### src/rtl/relay_pkg.sv
// Shared types and helpers for the relay instruction sequencer.
package relay_pkg;

   localparam int SEQ_STATES = 24;
   localparam int STATE_W    = 5;

   typedef logic [STATE_W-1:0] seq_state_t;

   typedef enum logic [2:0] {
      AB_24 = 3'd0,
      AB_8  = 3'd1,
      AB_10 = 3'd2,
      AB_12 = 3'd3,
      AB_14 = 3'd4
   } abort_e;

   typedef enum logic {
      PH_IDLE   = 1'b0,
      PH_ACTIVE = 1'b1
   } phase_e;

   // Undefined abort codes fall back to the full-length instruction.
   function automatic seq_state_t abort_len(input abort_e sel);
      seq_state_t len_s;
      case (sel)
         AB_8:    len_s = 5'd8;
         AB_10:   len_s = 5'd10;
         AB_12:   len_s = 5'd12;
         AB_14:   len_s = 5'd14;
         default: len_s = 5'd24;
      endcase
      return len_s;
   endfunction

   function automatic logic [SEQ_STATES-1:0] state_onehot(input seq_state_t s);
      logic [SEQ_STATES-1:0] oh_s;
      for (int i = 0; i < SEQ_STATES; i++) begin
         oh_s[i] = (s == STATE_W'(i + 1));
      end
      return oh_s;
   endfunction

endpackage

### src/rtl/relay_sequencer_if.sv
// Control and status bundle between the sequencer and the instruction decoder.
interface relay_sequencer_if;
   import relay_pkg::*;

   logic                  run;
   logic                  step;
   logic                  halt_req;
   logic [2:0]            abort_sel;
   seq_state_t            fsm_state;
   logic [SEQ_STATES-1:0] fsm_onehot;
   logic                  running;
   logic                  halted;
   logic                  inst_start;
   logic                  inst_done;

   modport master (
      output run, step, halt_req, abort_sel,
      input  fsm_state, fsm_onehot, running, halted, inst_start, inst_done
   );

   modport slave (
      input  run, step, halt_req, abort_sel,
      output fsm_state, fsm_onehot, running, halted, inst_start, inst_done
   );
endinterface

### src/rtl/seq_prescaler.sv
// Divides the clock into sequencer ticks; one tick every CLK_DIV enabled cycles.
module seq_prescaler #(
   parameter int CLK_DIV = 1
) (
   input  logic clock,
   input  logic reset,
   input  logic clr,
   input  logic en,
   output logic tick
);
   localparam int CNT_W = (CLK_DIV > 1) ? $clog2(CLK_DIV) : 1;

   logic [CNT_W-1:0] count_r;

   assign tick = en && (count_r == CNT_W'(CLK_DIV - 1));

   // Cycle counter within the current sequencer state
   always_ff @(posedge clock) begin
      if (reset) begin
         count_r <= {CNT_W{1'b0}};
      end else if (clr || tick) begin
         count_r <= {CNT_W{1'b0}};
      end else if (en) begin
         count_r <= count_r + CNT_W'(1);
      end else begin
         count_r <= count_r;
      end
   end
endmodule

### src/rtl/relay_sequencer.sv
// Instruction-cycle sequencer: walks states 1..24 (or a shorter abort length) under run/step/halt.
module relay_sequencer
   import relay_pkg::*;
#(
   parameter int CLK_DIV = 1
) (
   input  logic             clock,
   input  logic             reset,
   relay_sequencer_if.slave bus
);
   phase_e                phase_r, phase_nx_s;
   seq_state_t            state_r, state_nx_s, len_s, end_n_s;
   logic [SEQ_STATES-1:0] onehot_r;
   logic                  halted_r, halted_nx_s;
   logic                  halt_q_r, halt_nx_s;
   logic                  run_q_r;
   logic                  inst_start_r, inst_start_nx_s;
   logic                  tick_s, start_s, last_s, clr_s, en_s;

   assign en_s  = (phase_r == PH_ACTIVE);
   assign clr_s = (phase_r != phase_nx_s);

   seq_prescaler #(.CLK_DIV(CLK_DIV)) u_prescaler (
      .clock (clock),
      .reset (reset),
      .clr   (clr_s),
      .en    (en_s),
      .tick  (tick_s)
   );

   // Instruction length; an abort shorter than the current state is a decoder error and runs full length
   always_comb begin
      len_s = abort_len(abort_e'(bus.abort_sel));
      if (state_r > len_s) begin
         end_n_s = STATE_W'(SEQ_STATES);
      end else begin
         end_n_s = len_s;
      end
   end

   // Next state, halt latch and halted flag
   always_comb begin
      phase_nx_s  = phase_r;
      state_nx_s  = state_r;
      halted_nx_s = halted_r;
      halt_nx_s   = halt_q_r;
      start_s     = 1'b0;
      last_s      = 1'b0;
      case (phase_r)
         PH_IDLE: begin
            halt_nx_s = 1'b0;
            start_s   = bus.step | (bus.run & ~halted_r) | (bus.run & ~run_q_r);
            if (start_s) begin
               phase_nx_s  = PH_ACTIVE;
               state_nx_s  = 5'd1;
               halted_nx_s = 1'b0;
            end else begin
               state_nx_s = 5'd0;
            end
         end
         PH_ACTIVE: begin
            halt_nx_s = halt_q_r | bus.halt_req;
            if (tick_s && (state_r == end_n_s)) begin
               last_s = 1'b1;
               if (halt_nx_s) begin
                  phase_nx_s  = PH_IDLE;
                  state_nx_s  = 5'd0;
                  halted_nx_s = 1'b1;
                  halt_nx_s   = 1'b0;
               end else if (!bus.run) begin
                  phase_nx_s = PH_IDLE;
                  state_nx_s = 5'd0;
               end else begin
                  state_nx_s = 5'd1;
               end
            end else if (tick_s) begin
               state_nx_s = state_r + 5'd1;
            end else begin
               state_nx_s = state_r;
            end
         end
         default: begin
            phase_nx_s = PH_IDLE;
            state_nx_s = 5'd0;
            halt_nx_s  = 1'b0;
         end
      endcase
      inst_start_nx_s = (state_nx_s == 5'd1) && (state_r != 5'd1);
   end

   // Sequencer registers; one-hot is registered in parallel with the binary state
   always_ff @(posedge clock) begin
      if (reset) begin
         phase_r      <= PH_IDLE;
         state_r      <= 5'd0;
         onehot_r     <= {SEQ_STATES{1'b0}};
         halted_r     <= 1'b0;
         halt_q_r     <= 1'b0;
         run_q_r      <= 1'b0;
         inst_start_r <= 1'b0;
      end else begin
         phase_r      <= phase_nx_s;
         state_r      <= state_nx_s;
         onehot_r     <= state_onehot(state_nx_s);
         halted_r     <= halted_nx_s;
         halt_q_r     <= halt_nx_s;
         run_q_r      <= bus.run;
         inst_start_r <= inst_start_nx_s;
      end
   end

   assign bus.fsm_state  = state_r;
   assign bus.fsm_onehot = onehot_r;
   assign bus.running    = (phase_r == PH_ACTIVE);
   assign bus.halted     = halted_r;
   assign bus.inst_start = inst_start_r;
   assign bus.inst_done  = last_s;
endmodule
### src/flat_wrapper.sv
// flat-port wrapper written by rule: the top's interface ports become plain ports
module relay_sequencer_flat import relay_pkg::*;
#(
   parameter int CLK_DIV = 1
)
  (clock, reset, bus_run, bus_step, bus_halt_req, bus_abort_sel, bus_fsm_state, bus_fsm_onehot, bus_running, bus_halted, bus_inst_start, bus_inst_done);
  relay_sequencer_if bus_i ();
  input  logic clock;
  input  logic reset;
  input wire logic [$bits(bus_i.run)-1:0] bus_run;
  input wire logic [$bits(bus_i.step)-1:0] bus_step;
  input wire logic [$bits(bus_i.halt_req)-1:0] bus_halt_req;
  input wire logic [$bits(bus_i.abort_sel)-1:0] bus_abort_sel;
  output wire logic [$bits(bus_i.fsm_state)-1:0] bus_fsm_state;
  output wire logic [$bits(bus_i.fsm_onehot)-1:0] bus_fsm_onehot;
  output wire logic [$bits(bus_i.running)-1:0] bus_running;
  output wire logic [$bits(bus_i.halted)-1:0] bus_halted;
  output wire logic [$bits(bus_i.inst_start)-1:0] bus_inst_start;
  output wire logic [$bits(bus_i.inst_done)-1:0] bus_inst_done;
  assign bus_i.run = bus_run;
  assign bus_i.step = bus_step;
  assign bus_i.halt_req = bus_halt_req;
  assign bus_i.abort_sel = bus_abort_sel;
  assign bus_fsm_state = bus_i.fsm_state;
  assign bus_fsm_onehot = bus_i.fsm_onehot;
  assign bus_running = bus_i.running;
  assign bus_halted = bus_i.halted;
  assign bus_inst_start = bus_i.inst_start;
  assign bus_inst_done = bus_i.inst_done;
  relay_sequencer #(.CLK_DIV(CLK_DIV)) u_core (.clock(clock), .reset(reset), .bus(bus_i));
endmodule
### config.mk
export PLATFORM = sky130hd
export DESIGN_NAME = relay_sequencer_flat
export DESIGN_NICKNAME = d
export VERILOG_FILES = /design/src/rtl/relay_pkg.sv /design/src/rtl/relay_sequencer_if.sv /design/src/rtl/seq_prescaler.sv /design/src/rtl/relay_sequencer.sv /design/src/flat_wrapper.sv
export SDC_FILE = /design/constraint.sdc
export NUM_CORES = 1
export LEC_CHECK = 0
export BUFFER_PORTS_ARGS = -buffer_cell sky130_fd_sc_hd__buf_4
export CORE_MARGIN = 4
export CORE_UTILIZATION = 55
export DETAILED_ROUTE_END_ITERATION = 8
export PLACE_DENSITY = 0.79
export SETUP_SLACK_MARGIN = 0.1
export SLEW_MARGIN = 10
export SYNTH_ARGS = -nofsm -noshare
export SYNTH_HDL_FRONTEND = slang
export SYNTH_SLANG_ARGS = --single-unit
### constraint.sdc
create_clock -name clock -period 4.8 [get_ports clock]
set_input_delay 0.96 -clock clock [delete_from_list [all_inputs] [get_ports clock]]
set_output_delay 0.96 -clock clock [all_outputs]
set_load 0.02 [all_outputs]
==> out/qor.csv <==
stage,metric,value,unit
status,status,"complete, no violations",
floorplan,die_h,60.0,um
floorplan,die_w,60.0,um
global_routing,grt_max_degree,21,
power,power.total,535,uW
timing,fin_skew,0.00792,ns
clock_network,cts_resized,0,
logic_synthesis,yosys_most_used_dff,dfxtp_1,
floorplan,rows,18,
logic_synthesis,syn_avg_cell_area,9.19,um^2
global_routing,grt_pass1_vias,1198,
floorplan,io_pins,41,
min_path,min_path_cells,2,
clock_network,clkTransAtPathRegs,0.10,ns
clock_network,ctsRootBufferMaster,clkbuf_4,
timing,relSlewSlack,29.7,%
logic_synthesis,synth_seq_cells,35,
power,irDropWorstVdd,0.321,mV
setup_path,worstPathRequired,3.84,ns
logic_synthesis,synth_cell_types,38,
clock_network,cts_max_level,2,
timing,tightest_slew,1.05,ns
global_routing,antenna_found_initial,0,
floorplan,coreArea,2520,um^2
clock_network,cts_buffer_depth,2,
run,maxCapViolCount,0,
clock_network,ctsHoldBuffers,0,
floorplan,dieArea,3600,um^2
logic_synthesis,synth_edf_count,0,
logic_synthesis,syn_nets,175,
clock_network,clock-sinks,35,
logic_synthesis,yosysWarnings,0,
finish,drive_gt1_share,28.1,%
global_routing,grt-ovfl-total,0,
timing,period_share,85.7,%
global_routing,grt_util_all_layers,19.4,%
logic_synthesis,synth_area,1490,um^2
setup_path,worst-setup-path-type,primary input to output port,
logic_synthesis,seq_area_frac_synth,47.1,%
clock_network,cts_setup_buffers,0,
clock_network,cts_tree,built,
routing,drt_pre_antenna_iters,5,
routing,post_drt_via_cell_ratio,5.64,
global_routing,grt_pass1_wl,5.19,mm
setup_path,r2r-start,u_core.bus.fsm_state[2]$_SDFF_PP0_,
setup_path,startpoint,bus_abort_sel[2],
routing,wl_per_cell,13.8,um
routing,ant_nets,0,
power,p_leak,0.797,nW
setup_path,cp-start-kind,primary input,
power,p_per_area,287,nW/um^2
setup_path,end_kind,output port,
routing,drc,0,
timing,slew_violations,0,
clock_network,numCtsBuffers,5,
min_path,holdCritPathClass,register to register,
place,port_buffers,40,
finish,synthToLayoutAreaGrowth,25.0,%
logic_synthesis,netlist_instances,162,
logic_synthesis,synthArstFlopShare,0,%
floorplan,start_util,59.0,%
timing,post-route-min-period,4.11,ns
finish,post-route-util,73.8,%
timing,finalHoldViolations,0,
timing,rsz0062_at_grt,false,
setup_path,critical_path_arrival,3.15,ns
place,place_ws,0.720,ns
place,gp_congestion,0.836,
clock_network,clock_latency,0.33,ns
timing,hold-worst-slack,0.568,ns
setup_path,reg2reg_depth,8,
setup_path,worstPathMaxFanout,20,
min_path,min-delay-start,u_core.bus.halted$_SDFFE_PP0P_,
place,hpwl,2.53,mm
finish,antenna_cells,0,
routing,drt_iter0_markers,42,
timing,setup_tns,0,ns
routing,vias,1313,
finish,layout.nets,215,
timing,max_freq,0.243,GHz
timing,layout_setup_ws,0.687,ns
routing,totalWireLength,3.22,mm
timing,finalSetupViolCount,0,
[final cells by class]
cell class              instances  area, um^2
well taps                      30        37.5
inverters                       3        11.3
multi-input cells             117         739
fillers                       198         661
clock buffers                   7        65.1
clock inverters                 1        7.51
flip-flops and latches         35         701
repair buffers                 40         300
[per-layer routing]
| metal | up-vias | global-route usage [%] | share of wire [%] |
|---|---|---|---|
| li1 | 651 | - | - |
| met1 | 609 | 23.5 | 42 |
| met2 | 46 | 32.1 | 48 |
| met3 | 7 | 5.18 | 7.6 |
| met4 | 0 | 8.23 | 2.1 |
| met5 | - | 0 | 0 |
[cells in the final DEF, fill, tap and decap left out, types with 4 or more instances in the layout]
cell type / count
xnor2_1: 5
o21ai_0: 6
ha_1: 5
dfxtp_1: 35
nor2_1: 18
nand3_1: 6
nor4_1: 9
clkbuf_4: 5
nand2_1: 15
nor3_1: 7
a21oi_1: 6
buf_4: 40
xor2_1: 4
nor2b_1: 4
[stage by stage]
step	instances	instance area, um^2
after floorplan	162	1490
after global placement	225	1790
final	233	1860
after detailed placement	225	1790
after global routing	233	1860
after CTS	233	1860
[logic make-up (layout without fill, tap and decap cells)]
kind of cell,after synthesis,count (layout),synth area share [%]
adders and majority gates,5,5,4.20
xor gates and xnor gates,9,9,5.29
and+or+nand+nor,81,81,30.3
AOI/OAI and AO/OA,19,19,7.56
buffers and inverters,10,51,3.28
DFF,35,35,47.1
muxes,3,3,2.35
[worst max-delay path, cell delays in order]
cell and delay, ns:
buf_4 0.13, and3b_1 0.24, nor2_1 0.06, ha_1 0.28
nor2b_1 0.18, o31ai_2 0.09, o21ai_0 0.23, mux2i_1 0.38
nand2_2 0.11, inv_2 0.28, buf_4 0.21
[final timing paths]
check / end / slack (ns)
setup / recovery: bus_inst_done / 0.69
hold / removal: u_core.bus.halted$_SDFFE_PP0P_ / 0.57
setup reg to reg: u_core.bus.fsm_onehot[19]$_SDFF_PP0_ / 2.41
hold reg to reg: u_core.bus.halted$_SDFFE_PP0P_ / 0.57
[flip-flops by register name, summed over array words and instances (netlist names)]
register / flops
u_core.bus.halted: 1
u_core.u_prescaler.count_r: 1
u_core.bus.fsm_state: 5
u_core.run_q_r: 1
u_core.bus.inst_start: 1
u_core.halt_q_r: 1
u_core.bus.fsm_onehot: 24
u_core.bus.running: 1
[synthesized netlist by cell type (all sizes together), types with 2 or more instances]
library cell	instances	area share, %
nand3	6	2.0
ha	5	4.2
nand2	16	4.2
nand2b	3	1.3
or3	3	1.3
dfxtp	35	47
a21oi	6	2.0
mux2i	2	1.3
o21ai	8	2.7
nor4	11	5.5
xnor2	5	2.9
inv	3	0.76
nor3	7	2.4
nor4b	2	1.6
nor2b	4	1.7
buf	4	1.8
nand4	3	1.3
clkbuf	3	0.76
nor3b	3	2.2
xor2	4	2.4
nor2	18	4.5
nand3b	2	1.0
[report_power, final]
group | leakage (nW) | total, mW | switching (mW) | internal, mW
Clock | 0.0375 | 0.179 | 0.0936 | 0.0856
Sequential | 0.284 | 0.301 | 0.00605 | 0.295
Combinational | 0.476 | 0.0548 | 0.0317 | 0.0230
Total | 0.797 | 0.535 | 0.131 | 0.404
(Power assumes the default switching activity.)
